`src/rtl/key_if_pkg.sv`:
```
// Shared definitions for board key/button interfaces: FSM state encoding and
// counter sizing helpers.
package key_if_pkg;

   typedef enum logic [1:0] {
      IDLE       = 2'd0,
      PRESS_WAIT = 2'd1,
      HELD       = 2'd2,
      REL_WAIT   = 2'd3
   } keyState_t;

   function automatic int maxOf3(input int a, input int b, input int c);
      int m;
      m = (a > b) ? a : b;
      return (m > c) ? m : c;
   endfunction

   // $clog2(n) alone cannot hold n itself when n is a power of two, hence the +1.
   function automatic int cntWidth(input int maxVal);
      int w;
      w = $clog2(maxVal + 1);
      if (w < 1) begin
         w = 1;
      end
      return w;
   endfunction

endpackage

```
`src/rtl/sync_2ff.sv`:
```
// Two-flop synchronizer for a single asynchronous level into the clk domain.
// RESET_VAL lets each board interface pick its idle level.
module sync_2ff #(
   parameter logic RESET_VAL = 1'b0
) (
   input  logic clk,
   input  logic clr,
   input  logic i_d,
   output logic o_q
);

   logic r_meta;
   logic r_q;

   always_ff @(posedge clk) begin
      if (clr) begin
         r_meta <= RESET_VAL;
         r_q    <= RESET_VAL;
      end else begin
         r_meta <= i_d;
         r_q    <= r_meta;
      end
   end

   assign o_q = r_q;

endmodule

```
`src/rtl/key_pulse_gen.sv`:
```
// Debounces an active-low pushbutton into a one-cycle pulse plus level/busy flags.
// Define KEY_PULSE_REPEAT_EN to add auto-repeat pulses while the key stays held.
module key_pulse_gen
   import key_if_pkg::*;
#(
   parameter int DEBOUNCE_CYCLES = 500000,
   parameter int REPEAT_DELAY    = 25000000,
   parameter int REPEAT_PERIOD   = 5000000
) (
   input  logic clk,
   input  logic clr,
   input  logic key_n,
   output logic pulse,
   output logic level,
   output logic busy
);

   localparam int CNT_W = cntWidth(maxOf3(DEBOUNCE_CYCLES, REPEAT_DELAY, REPEAT_PERIOD));
   localparam logic [CNT_W-1:0] CNT_ONE  = CNT_W'(1);
   localparam logic [CNT_W-1:0] DEB_LAST = CNT_W'(DEBOUNCE_CYCLES - 1);

   generate
      if (DEBOUNCE_CYCLES < 1) begin : g_badDebounce
         $error("key_pulse_gen: DEBOUNCE_CYCLES must be at least 1");
      end
   endgenerate

   keyState_t        r_state;
   keyState_t        w_stateNext;
   logic [CNT_W-1:0] r_debCnt;
   logic [CNT_W-1:0] w_debCntNext;
   logic             w_keyRaw;
   logic             w_keyS;
   logic             w_enterHeld;
   logic             w_rptFire;
   logic             r_pulse;
   logic             r_level;
   logic             r_busy;
   logic             w_pulseNext;
   logic             w_levelNext;
   logic             w_busyNext;

   assign w_keyRaw = ~key_n;

   sync_2ff #(
      .RESET_VAL(1'b0)
   ) u_keySync (
      .clk(clk),
      .clr(clr),
      .i_d(w_keyRaw),
      .o_q(w_keyS)
   );

   // r_debCnt holds the stable samples seen so far; the sample that would make it
   // DEBOUNCE_CYCLES commits the transition, so DEB_LAST == 0 means one sample suffices.
   always_comb begin
      w_stateNext  = r_state;
      w_debCntNext = r_debCnt;
      w_enterHeld  = 1'b0;
      case (r_state)
         IDLE: begin
            w_debCntNext = '0;
            if (w_keyS) begin
               if (DEB_LAST == '0) begin
                  w_stateNext = HELD;
                  w_enterHeld = 1'b1;
               end else begin
                  w_stateNext  = PRESS_WAIT;
                  w_debCntNext = CNT_ONE;
               end
            end
         end
         PRESS_WAIT: begin
            if (!w_keyS) begin
               w_stateNext  = IDLE;
               w_debCntNext = '0;
            end else if (r_debCnt >= DEB_LAST) begin
               w_stateNext  = HELD;
               w_debCntNext = '0;
               w_enterHeld  = 1'b1;
            end else if (r_debCnt != '1) begin
               w_debCntNext = r_debCnt + CNT_ONE;
            end
         end
         HELD: begin
            w_debCntNext = '0;
            if (!w_keyS) begin
               if (DEB_LAST == '0) begin
                  w_stateNext = IDLE;
               end else begin
                  w_stateNext  = REL_WAIT;
                  w_debCntNext = CNT_ONE;
               end
            end
         end
         REL_WAIT: begin
            if (w_keyS) begin
               w_stateNext  = HELD;
               w_debCntNext = '0;
            end else if (r_debCnt >= DEB_LAST) begin
               w_stateNext  = IDLE;
               w_debCntNext = '0;
            end else if (r_debCnt != '1) begin
               w_debCntNext = r_debCnt + CNT_ONE;
            end
         end
         default: begin
            w_stateNext  = IDLE;
            w_debCntNext = '0;
         end
      endcase
   end

`ifdef KEY_PULSE_REPEAT_EN
   localparam logic [CNT_W-1:0] RPT_DELAY_LD  = CNT_W'(REPEAT_DELAY);
   localparam logic [CNT_W-1:0] RPT_PERIOD_LD = CNT_W'(REPEAT_PERIOD);

   generate
      if (REPEAT_DELAY < 1 || REPEAT_PERIOD < 1) begin : g_badRepeat
         $error("key_pulse_gen: REPEAT_DELAY and REPEAT_PERIOD must be at least 1");
      end
   endgenerate

   logic [CNT_W-1:0] r_rptCnt;
   logic [CNT_W-1:0] w_rptCntNext;

   // Countdown to the next repeat; it only runs on cycles spent settled in HELD,
   // so a release glitch through REL_WAIT pauses it rather than restarting it.
   always_comb begin
      w_rptCntNext = r_rptCnt;
      w_rptFire    = 1'b0;
      if (w_enterHeld) begin
         w_rptCntNext = RPT_DELAY_LD;
      end else if (r_state == HELD && w_stateNext == HELD) begin
         if (r_rptCnt <= CNT_ONE) begin
            w_rptFire    = 1'b1;
            w_rptCntNext = RPT_PERIOD_LD;
         end else begin
            w_rptCntNext = r_rptCnt - CNT_ONE;
         end
      end
   end

   always_ff @(posedge clk) begin
      if (clr) begin
         r_rptCnt <= '0;
      end else begin
         r_rptCnt <= w_rptCntNext;
      end
   end
`else
   assign w_rptFire = 1'b0;
`endif

   assign w_pulseNext = w_enterHeld | w_rptFire;
   assign w_levelNext = (w_stateNext == HELD) || (w_stateNext == REL_WAIT);
   assign w_busyNext  = (w_stateNext == PRESS_WAIT) || (w_stateNext == REL_WAIT);

   always_ff @(posedge clk) begin
      if (clr) begin
         r_state  <= IDLE;
         r_debCnt <= '0;
         r_pulse  <= 1'b0;
         r_level  <= 1'b0;
         r_busy   <= 1'b0;
      end else begin
         r_state  <= w_stateNext;
         r_debCnt <= w_debCntNext;
         r_pulse  <= w_pulseNext;
         r_level  <= w_levelNext;
         r_busy   <= w_busyNext;
      end
   end

   assign pulse = r_pulse;
   assign level = r_level;
   assign busy  = r_busy;

endmodule

```
`config.mk`:
```
export PLATFORM = sky130hd
export DESIGN_NAME = key_pulse_gen
export DESIGN_NICKNAME = d
export VERILOG_FILES = /design/src/rtl/key_if_pkg.sv /design/src/rtl/sync_2ff.sv /design/src/rtl/key_pulse_gen.sv
export SDC_FILE = /design/constraint.sdc
export NUM_CORES = 1
export LEC_CHECK = 0
export CAP_MARGIN = 25
export CORE_UTILIZATION = 60
export DETAILED_ROUTE_END_ITERATION = 8
export GPL_TIMING_DRIVEN = 0
export MAX_ROUTING_LAYER = met4
export PLACE_DENSITY = 0.8
export SETUP_SLACK_MARGIN = 0.3
export SLEW_MARGIN = 20
export SYNTH_ARGS = -nofsm -noshare
export SYNTH_HDL_FRONTEND = slang
export SYNTH_SLANG_ARGS = --single-unit
```
`constraint.sdc`:
```
create_clock -name clk -period 5 [get_ports clk]
set_clock_uncertainty 0.15 [all_clocks]
set_input_delay 1 -clock clk [delete_from_list [all_inputs] [get_ports clk]]
set_output_delay 1 -clock clk [all_outputs]
set_load 0.01 [all_outputs]
```
* Word level (Yosys, flattened, before mapping)
Cells that the tools add are included.
Storage, ports and cells: register bits after elaboration 32, output and inout bits 3, logic and storage cells 38
Cells by class: add/subtract/negate cells 1, $lt $le $gt $ge 1, eq/ne operators 7, multiplexer cells 15, bitwise operators 3, reductions and logical operators 4
Operators by type and width (number):
- two-way mux 25 bit | 4
- one-hot mux 25 bit (4 select lines) | 1
- adder 25 x 1 -> 25 bit (second input constant) | 1
- >= comparator 25 x 19 -> 1 bit (second input constant) | 1
- != test 25 bit (second input constant) | 1
- two-way mux 2 bit | 6
- equality test 2 bit (second input constant) | 4
- one-hot mux 2 bit (4 select lines) | 1
- equality test 2 x 1 -> 1 bit (second input constant) | 2
- two-way mux 1 bit | 3
- NOT 1 bit | 3
- OR reduction 3 bit | 1
- logical NOT 2 bit | 1
- logical OR 1 bit | 2

* Logic depth before layout (Yosys ltp)
Gate-level depths: netlist of the first run.
depth in word-level cells 6, depth in mapped cells 7, gate-level depth less buffers 6

* By module
Synthesis of the first run repeated with hierarchy kept, for this count alone.
Unflattened totals: cell total of the unflattened synthesis 144, area total of the unflattened synthesis 1380.1 um2
By module, submodules not included:
- key_pulse_gen | times used 1, cells an instance 140, area an instance 1327.5 um2, sequential area each 580.6 um2
- sync_2ff | times used 1, cells an instance 4, area an instance 52.6 um2, sequential area each 40.0 um2

* Worst setup path before layout of the first run
Ideal clock, no wire load.
path type register to register, from register r_debCnt[16], to register r_debCnt[1], setup time 115 ps, arrival time 1666 ps, data required time 4735 ps, setup slack 3069 ps, stages on the path, launching flop included 7, buffers on the path 1, period minus slack after synthesis 1931 ps, cells stage by stage dfxtp_1 > nand4_2 > or4_1 > buf_6 > nor3_4 > mux2i_1 > nor2_2
On the way: word-level cells in the longest chain between the ends 5, elaborated cells between the ends (all ways) 7, those cells by class 1 x order compare; 1 x eq/ne; 5 x mux
Ends and longest elaborated chain:
- start: declaration | RTL line key_pulse_gen.sv:30 | logic [CNT_W-1:0] r_debCnt;
- start signal: assignment | RTL line key_pulse_gen.sv:168 | r_debCnt <= w_debCntNext;
- branches (longest 2 deep; another with >= comparator 25 x 19 -> 1 bit)
- two-way mux 25 bit * | RTL line key_pulse_gen.sv:100 | end else if (r_debCnt >= DEB_LAST) begin
- two-way mux 25 bit, on equally long branches | RTL line key_pulse_gen.sv:97, key_pulse_gen.sv:74
- one-hot mux 25 bit (4 select lines) * | RTL line key_pulse_gen.sv:60 | case (r_state)
Every way passes the cells marked *. A chain may end at the register's enable or synchronous reset.

==> results of run 1 <==
-- worst min-delay path by stage --
stage                                to  slack, ps             start
after global routing      u_keySync.o_q        320  u_keySync.r_meta
after global placement    u_keySync.o_q        280  u_keySync.r_meta
after CTS                 u_keySync.o_q        310  u_keySync.r_meta
final                     u_keySync.o_q        310  u_keySync.r_meta
after floorplan           u_keySync.o_q        260  u_keySync.r_meta
after detailed placement  u_keySync.o_q        290  u_keySync.r_meta
-- layout by cell type, fill, tap and decap left out, types with 3 or more instances in the layout --
cell,n
clkbuf_4,5
nor2_2,9
dfxtp_1,31
xor2_1,7
a21oi_1,5
or3_1,4
nor4_1,4
nor3_1,5
conb_1,6
nand2_1,4
a2111oi_0,3
nor2_1,13
o21ai_0,3
nand4_1,6
o21ai_1,3
xnor2_1,7
nand2b_1,3
clkdlybuf4s50_1,5
inv_1,8
nand3_1,4
-- metrics by stage --
stage                     area, um2  power [mW]  utilization
after floorplan                1460       0.263            -
after global placement         1540       0.266        0.690
after detailed placement       1540       0.266        0.690
after CTS                      1590       0.400        0.712
after global routing           1590       0.416        0.712
final                          1590       0.394        0.712
-- routing by layer --
metal  wire length [um]  track usage  vias up
met2               1200        0.371       14
met4                 42        0.134        0
met3                 83        0.101        7
met5                  0            -        -
li1                   -            -      554
met1               1140        0.255      516
-- flip-flops by register name, summed over array words and instances, names as in the netlist --
name and count:
pulse 1, u_keySync.o_q 1, u_keySync.r_meta 1, r_state 2, busy 1, r_debCnt 25
-- cell families (layout without fill, tap and decap cells) --
family	count (synthesis)	after routing	synth area share
flops	31	31	0.432
xor+xnor	14	14	0.0854
simple gates	66	66	0.304
mux	2	2	0.0139
other cells	1	6	0.00261
fa+ha+maj	1	1	0.00871
buf+inv	10	23	0.0366
compound gates	21	21	0.117
-- layout make-up --
class,instances,share of cell area
Buffer,2,0.0142
Clock inverter,1,0.00315
Timing Repair Buffer,5,0.0315
Multi-Input combinational cell,110,0.492
Inverter,8,0.0189
Clock buffer,7,0.0283
Tap cell,28,0.0220
Sequential cell,31,0.390
-- power breakdown --
group | switching, mW | internal (mW)
clock network | 0.0795 | 0.0546
logic | 0.00313 | 0.00426
registers | 0.00202 | 0.251
total | 0.0846 | 0.310
==> flow_summary.json, run 1 <==
{
  "ys.flop_type": "dfxtp_1",
  "synth_commonest_cells": "31 x dfxtp_1, 13 x nor2_1, 9 x nor2_2, 8 x inv_1",
  "grt_pass1_wl_um": 4290,
  "slowest_stage": "clkdlybuf4s50_1",
  "yosysTopAreaCell": "dfxtp_1",
  "yosysWarnings": 0,
  "grt_max_degree": 11,
  "setup_slack_ps": 2560,
  "rows": 17,
  "diodes": 0,
  "wl_per_cell_um": 12.8,
  "hold_violations": 0,
  "seq_area_um2": 621,
  "yosysSeqAreaShare": 0.432,
  "cp.required_ps": 3850,
  "multiInputGateArea_um2": 782,
  "dpl.cell_count": 184,
  "holdBufCountCts": 0,
  "nets": 167,
  "via_per_inst": 5.68,
  "rsz0062_at_grt": "false",
  "hp-class": "reg2reg",
  "clkSinkCount": 31,
  "fmax_ghz": 0.410,
  "synth.most_common_cell": "dfxtp_1",
  "synth.area.top_cells": "dfxtp_1 43%, xnor2_1 4.3%, xor2_1 4.3%",
  "r2r_end": "r_debCnt[18]",
  "area_delta_synth_final_pct": 10.7,
  "synth_cells": 146,
  "overflow": 0,
  "synth_edf_count": 0,
  "vias": 1091,
  "drive_above_1_share": 0.171,
  "detailed_place_hpwl_um": 1820,
  "power_density_mw_per_mm2": 248,
  "finalSetupViolCount": 0,
  "status": "complete, no violations",
  "port_buffers": 5,
  "clk_pin_slew_ps": 80,
  "root_buffer": "clkbuf_4",
  "core_mm2": 0.00223,
  "rr_startpoint": "r_debCnt[1]",
  "critPathBufInv": 1,
  "period_share": 0.488,
  "start_util": 0.643,
  "worst_ir_drop_vdd_uv": 204,
  "cp.depth": 1,
  "maxSlewHeadroom": 0.522,
  "ys_ff_latch": 31,
  "grt.total_usage": 0.239,
  "drtIter0Drc": 14,
  "rrSetupSlack_ps": 2730,
  "cts_tree": "done",
  "cp_top_family": "buffers and inverters",
  "ctsResizeCount": 0,
  "tns_ps": 0,
  "min_path_cells": 1,
  "async_reset_ff_frac": 0,
  "crit_chain": "clkdlybuf4s50_1",
  "final_cell_count_no_fill": 192,
  "place_ws_ps": 2450,
  "path_max_fanout": 4,
  "finalCriticalPeriod_ps": 2440,
  "clk_latency_ps": 340,
  "dr.pass1.iters": 4,
  "finalWirelength_um": 2460,
  "crit_type": "reg2out",
  "grt_pass1_vias": 977,
  "cts_setup_buffers": 0,
  "clockBufferDepth": 2,
  "die_y_um": 50.9,
  "slowest_delay_ps": 560,
  "yosysUniqueCellTypes": 39,
  "worstMarginPinSlew_ps": 710,
  "endpoint": "level",
  "worst_r2r_path_depth": 6,
  "drv_slew": 0,
  "max_cap_viol_count": 0,
  "drc": 0,
  "hold_ws_ps": 310,
  "startpoint_type": "register",
  "leakagePower_nw": 0.503,
  "cts-buffers-inserted": 5,
  "gp_congestion": 0.826,
  "worstSetupStartpoint": "r_state[1]",
  "ant_nets": 0,
  "antenna_found_initial": 0,
  "synth_top_area_share": 0.432,
  "die-width_um": 50.9,
  "die-area_mm2": 0.00259,
  "pin_count": 6,
  "syn_area_mm2": 0.00144,
  "htree_levels": 2,
  "cp.arrival_ps": 1290,
  "n_fill_cell": 178,
  "syn_area_per_cell_um2": 9.84,
  "end_kind": "output pin"
}
No activity file was read; power rests on OpenSTA's default activity.
==> inputs of run 2 (changes only) <==
--- a/config.mk
+++ b/config.mk
@@ -6,11 +6,11 @@
 export NUM_CORES = 1
 export LEC_CHECK = 0
 export CAP_MARGIN = 25
-export CORE_UTILIZATION = 60
+export CORE_UTILIZATION = 58
 export DETAILED_ROUTE_END_ITERATION = 8
 export GPL_TIMING_DRIVEN = 0
 export MAX_ROUTING_LAYER = met4
-export PLACE_DENSITY = 0.8
+export PLACE_DENSITY = 0.78
 export SETUP_SLACK_MARGIN = 0.3
 export SLEW_MARGIN = 20
 export SYNTH_ARGS = -nofsm -noshare
==> constraint.sdc (replaced) <==
create_clock -name clk -period 2.3 [get_ports clk]
set_clock_uncertainty 0.15 [all_clocks]
set_input_delay 0.46 -clock clk [delete_from_list [all_inputs] [get_ports clk]]
set_output_delay 0.46 -clock clk [all_outputs]
set_load 0.01 [all_outputs]
==> run 2 against run 1 <==
Routed wire length rose by 9.4%. Setup slack got worse by 2300 ps. Register-to-register slack got worse by 2500 ps. Non-clock buffer count rose by 5. First-iteration DRC count rose by 140%. Sequential power rose by 120%. Cell area rose by 7.2%. Critical path type is now reg2reg. Largest power group unchanged.
==> flow_summary.json, run 2 (synthesized netlist as in run 1, its figures left out) <==
{
  "p_switching_mw": 0.206,
  "final_cell_count_no_fill": 197,
  "n_fill_cell": 163,
  "holdBufCountCts": 0,
  "finalWirelength_um": 2700,
  "biggestRegsByFlops": "r_debCnt: 25 flops, r_state: 2 flops",
  "grt_pass1_wl_um": 4460,
  "drv_slew": 0,
  "sw_frac_of_total": 0.236,
  "wl_per_cell_um": 13.7,
  "die-area_mm2": 0.00268,
  "p_clk_frac": 0.354,
  "largest_register": "r_debCnt",
  "rows": 17,
  "antenna_found_initial": 0,
  "p_int_mw": 0.669,
  "worstMarginPinSlew_ps": 471,
  "drc": 0,
  "rsz0062_at_grt": "true",
  "mostFrequentLayoutCell": "dfxtp_1",
  "clockBufferDepth": 2,
  "place_area_mm2": 0.00154,
  "multiInputGateArea_um2": 831,
  "clk_latency_ps": 340,
  "path_max_fanout": 5,
  "nets": 172,
  "power_density_mw_per_mm2": 513,
  "tns_ps": 0,
  "root_buffer": "clkbuf_4",
  "max_cap_viol_count": 0,
  "drive_above_1_share": 0.290,
  "hold_violations": 0,
  "cts-buffers-inserted": 5,
  "dpl.cell_count": 184,
  "area_delta_synth_final_pct": 18.7,
  "finalCriticalPeriod_ps": 2030,
  "worst_ir_drop_vdd_uv": 509,
  "leakagePower_nw": 0.543,
  "power_frac_seq": 0.627,
  "fmax_ghz": 0.492,
  "fin_area_mm2": 0.00171,
  "end_kind": "register",
  "detailed_place_hpwl_um": 1870,
  "pin_count": 6,
  "maxSlewHeadroom": 0.678,
  "via_per_inst": 5.59,
  "hold_ws_ps": 310,
  "core_mm2": 0.00228,
  "period_share": 0.884,
  "gp_congestion": 0.853,
  "status": "complete, no violations",
  "hp-class": "reg2reg",
  "die_y_um": 51.8,
  "finalSetupViolCount": 0,
  "crit_type": "reg2reg",
  "comb_power_share": 0.019,
  "finalPower_mw": 0.875,
  "startpoint_type": "register",
  "ant_nets": 0,
  "cp.required_ps": 2420,
  "htree_levels": 2,
  "drtIter0Drc": 33,
  "dr.pass1.iters": 4,
  "clkSinkCount": 31,
  "overflow": 0,
  "cp.arrival_ps": 2160,
  "start_util": 0.631,
  "cts_tree": "done",
  "clk_pin_slew_ps": 100,
  "seq_area_um2": 638,
  "grt_max_degree": 12,
  "port_buffers": 5,
  "grt.total_usage": 0.244,
  "largest_reg_flops": 25,
  "vias": 1102,
  "die-width_um": 51.8,
  "final_cell_mix": "21 x dfxtp_1, 13 x nor2_1, 9 x nor2_2",
  "grt_pass1_vias": 1030,
  "diodes": 0
}
[run 2: final cells by class]
cell class | instances | area share
tap | 28 | 0.0205
clock inverter | 3 | 0.0117
multi-input combinational | 110 | 0.487
clock buffer | 5 | 0.0220
inverter | 8 | 0.0176
buffer | 2 | 0.0154
sequential | 31 | 0.374
timing repair buffer | 10 | 0.0514
[run 2: power groups by stage]
stage | logic, mW | clock network [mW] | registers, mW
floorplan | 0.00922 | 0 | 0.562
global placement | 0.0157 | 0 | 0.562
detailed placement | 0.0161 | 0 | 0.563
CTS | 0.0162 | 0.321 | 0.550
global route | 0.0186 | 0.338 | 0.550
finish | 0.0167 | 0.310 | 0.548
[run 2: what timing repair did]
action	CTS	global route
endpoints found under the setup margin	19	16
resized for setup	15	7
pin swaps	4	2
cloned	0	0
buffers inserted	1	4
[run 2: per-layer routing]
metal	vias to the layer above	track usage	share of wire
met4	0	0.153	0.020
li1	566	-	-
met3	7	0.0673	0.040
met2	25	0.383	0.50
met1	504	0.274	0.44
met5	-	-	0
[run 2: worst paths after layout]
kind                    startpoint       endpoint  slack [ps]  depth (start not counted)
hold reg to reg   u_keySync.r_meta  u_keySync.o_q         310                          1
hold / removal    u_keySync.r_meta  u_keySync.o_q         310                          1
setup reg to reg      r_debCnt[11]     r_state[1]         270                          6
setup / recovery      r_debCnt[11]     r_state[1]         270                          6
[run 2: through the flow]
stage | setup WS [ps] | utilization
floorplan | 369 | -
global placement | 153 | 0.677
detailed placement | 129 | 0.677
CTS | 275 | 0.728
global route | 163 | 0.749
finish | 267 | 0.749
[run 2: critical path, stage by stage, from the launching register on]
cell      delay [ps]
dfxtp_4          360
or4_4            550
nor4_4           220
o41ai_4          160
buf_4            170
a21boi_4         170
mux2i_1          190
==> inputs of run 3 (changes only) <==
--- a/config.mk
+++ b/config.mk
@@ -5,8 +5,10 @@
 export SDC_FILE = /design/constraint.sdc
 export NUM_CORES = 1
 export LEC_CHECK = 0
-export CAP_MARGIN = 25
-export CORE_UTILIZATION = 58
+export CAP_MARGIN = 20
+export CELL_PAD_IN_SITES_DETAIL_PLACEMENT = 0
+export CELL_PAD_IN_SITES_GLOBAL_PLACEMENT = 1
+export CORE_UTILIZATION = 46
 export DETAILED_ROUTE_END_ITERATION = 8
 export GPL_TIMING_DRIVEN = 0
 export MAX_ROUTING_LAYER = met4
==> run 3 against run 2 <==
Register-to-register slack hardly changed. Die area is 25% higher. Routed wire length is 8.3% higher. Via count is 4.8% higher.
==> flow_summary.json, run 3 (synthesized netlist as in run 1, its figures left out) <==
{
  "status": "complete, no violations",
  "leakagePower_nw": 0.599,
  "grt-busiest-layer": "met2",
  "worstMarginPinSlew_ps": 481,
  "grt_util_met3": 0.0737,
  "drtIter0Drc": 38,
  "power_density_mw_per_mm2": 582,
  "finalPower_mw": 1.10,
  "rows": 19,
  "power_frac_seq": 0.494,
  "pin_count": 6,
  "fmax_ghz": 0.493,
  "mostFrequentLayoutCell": "dfxtp_1",
  "n_fill_cell": 228,
  "cts-buffers-inserted": 5,
  "largest_reg_flops": 25,
  "biggestRegsByFlops": "r_debCnt: 25 flops, r_state: 2 flops",
  "grt_pass1_wl_um": 4810,
  "clk_latency_ps": 340,
  "cp.required_ps": 2430,
  "finalCriticalPeriod_ps": 2030,
  "drv_slew": 0,
  "finalSetupViolCount": 0,
  "rsz0062_at_grt": "true",
  "ant_nets": 0,
  "comb_power_share": 0.017,
  "period_share": 0.882,
  "clkSinkCount": 31,
  "startpoint_type": "register",
  "p_switching_mw": 0.215,
  "dr.pass1.iters": 5,
  "grt_max_degree": 12,
  "grt.total_usage": 0.200,
  "nets": 174,
  "finalWirelength_um": 2920,
  "seq_area_um2": 644,
  "max_cap_viol_count": 0,
  "drc": 0,
  "antenna_found_initial": 0,
  "final_cell_mix": "20 x dfxtp_1, 9 x nor2_1, 9 x nor2_4",
  "p_clk_frac": 0.489,
  "tns_ps": 0,
  "grt_use_met1": 0.237,
  "drive_above_1_share": 0.363,
  "worst_ir_drop_vdd_uv": 465,
  "htree_levels": 2,
  "clockBufferDepth": 2,
  "core_mm2": 0.00285,
  "grt_pass1_vias": 1059,
  "holdBufCountCts": 0,
  "area_delta_synth_final_pct": 32.1,
  "largest_register": "r_debCnt",
  "overflow": 0,
  "die-area_mm2": 0.00335,
  "min_path_cells": 1,
  "die_y_um": 57.9,
  "port_buffers": 5,
  "diodes": 0,
  "p_int_mw": 0.889,
  "end_kind": "register",
  "crit_type": "reg2reg",
  "die-width_um": 57.9,
  "via_per_inst": 5.72,
  "clk_pin_slew_ps": 100,
  "cts_tree": "done",
  "sw_frac_of_total": 0.195,
  "hp-class": "reg2reg",
  "start_util": 0.504,
  "hold_violations": 0,
  "multiInputGateArea_um2": 911,
  "wl_per_cell_um": 14.5,
  "root_buffer": "clkbuf_4",
  "detailed_place_hpwl_um": 1890,
  "path_max_fanout": 7,
  "cp.arrival_ps": 2160,
  "vias": 1155,
  "gr-usage-met2": 0.312,
  "maxSlewHeadroom": 0.671,
  "gp_congestion": 0.797,
  "worst_r2r_path_depth": 6
}
## run 3: worst paths after layout
check | from | to | slack (ps)
worst max register to register | r_debCnt[10] | r_debCnt[1] | 270
worst max-delay path | r_debCnt[10] | r_debCnt[1] | 270
worst min-delay path | u_keySync.r_meta | u_keySync.o_q | 320
worst min register to register | u_keySync.r_meta | u_keySync.o_q | 320
## run 3: through the flow
stage / hold slack, ps / cells / utilization / setup WS, ps / instance area (um2)
2_1_floorplan: 264 / 151 / - / 369 / 1460
3_3_place_gp: 280 / 187 / 0.541 / 93.8 / 1540
3_5_place_dp: 299 / 187 / 0.541 / 42.4 / 1540
4_1_cts: 322 / 198 / 0.606 / 293 / 1730
5_1_grt: 343 / 202 / 0.665 / 208 / 1900
6_report: 316 / 202 / 0.665 / 271 / 1900
## run 3: worst max-delay path, stage by stage, from the launching register on
cell,delay [ps]
dfxtp_4,380
or4_4,570
a21oi_2,140
o21a_2,220
nand4_4,200
clkbuf_16,250
nor2_4,60
## run 3: timing repair
action | 4_1_cts | 5_1_grt
cloned | 0 | 1
buffers inserted | 3 | 3
pin swaps | 3 | 20
endpoints found under the hold margin | 0 | 0
setup endpoints to repair | 21 | 22
resized for setup | 12 | 35
## run 3: per-layer routing
layer | vias up | wire length, um
li1 | 567 | -
met1 | 541 | 1370
met2 | 40 | 1360
met3 | 7 | 144
met4 | 0 | 41
met5 | - | 0
## run 3: area by class of cell
| class | count | area share |
|---|---|---|
| Inverter | 8 | 0.0158 |
| Clock buffer | 5 | 0.0198 |
| Sequential cell | 31 | 0.340 |
| Multi-Input combinational cell | 110 | 0.480 |
| Buffer | 2 | 0.0165 |
| Tap cell | 31 | 0.0204 |
| Timing Repair Buffer | 12 | 0.0719 |
| Clock inverter | 3 | 0.0356 |
## run 3: power groups by stage
stage                     clock [mW]  combinational (mW)  sequential [mW]
final                          0.540              0.0187            0.546
after global routing           0.580              0.0210            0.547
after CTS                      0.549              0.0173            0.549
after detailed placement           0              0.0165            0.563
after global placement             0              0.0157            0.562
after floorplan                    0             0.00922            0.562
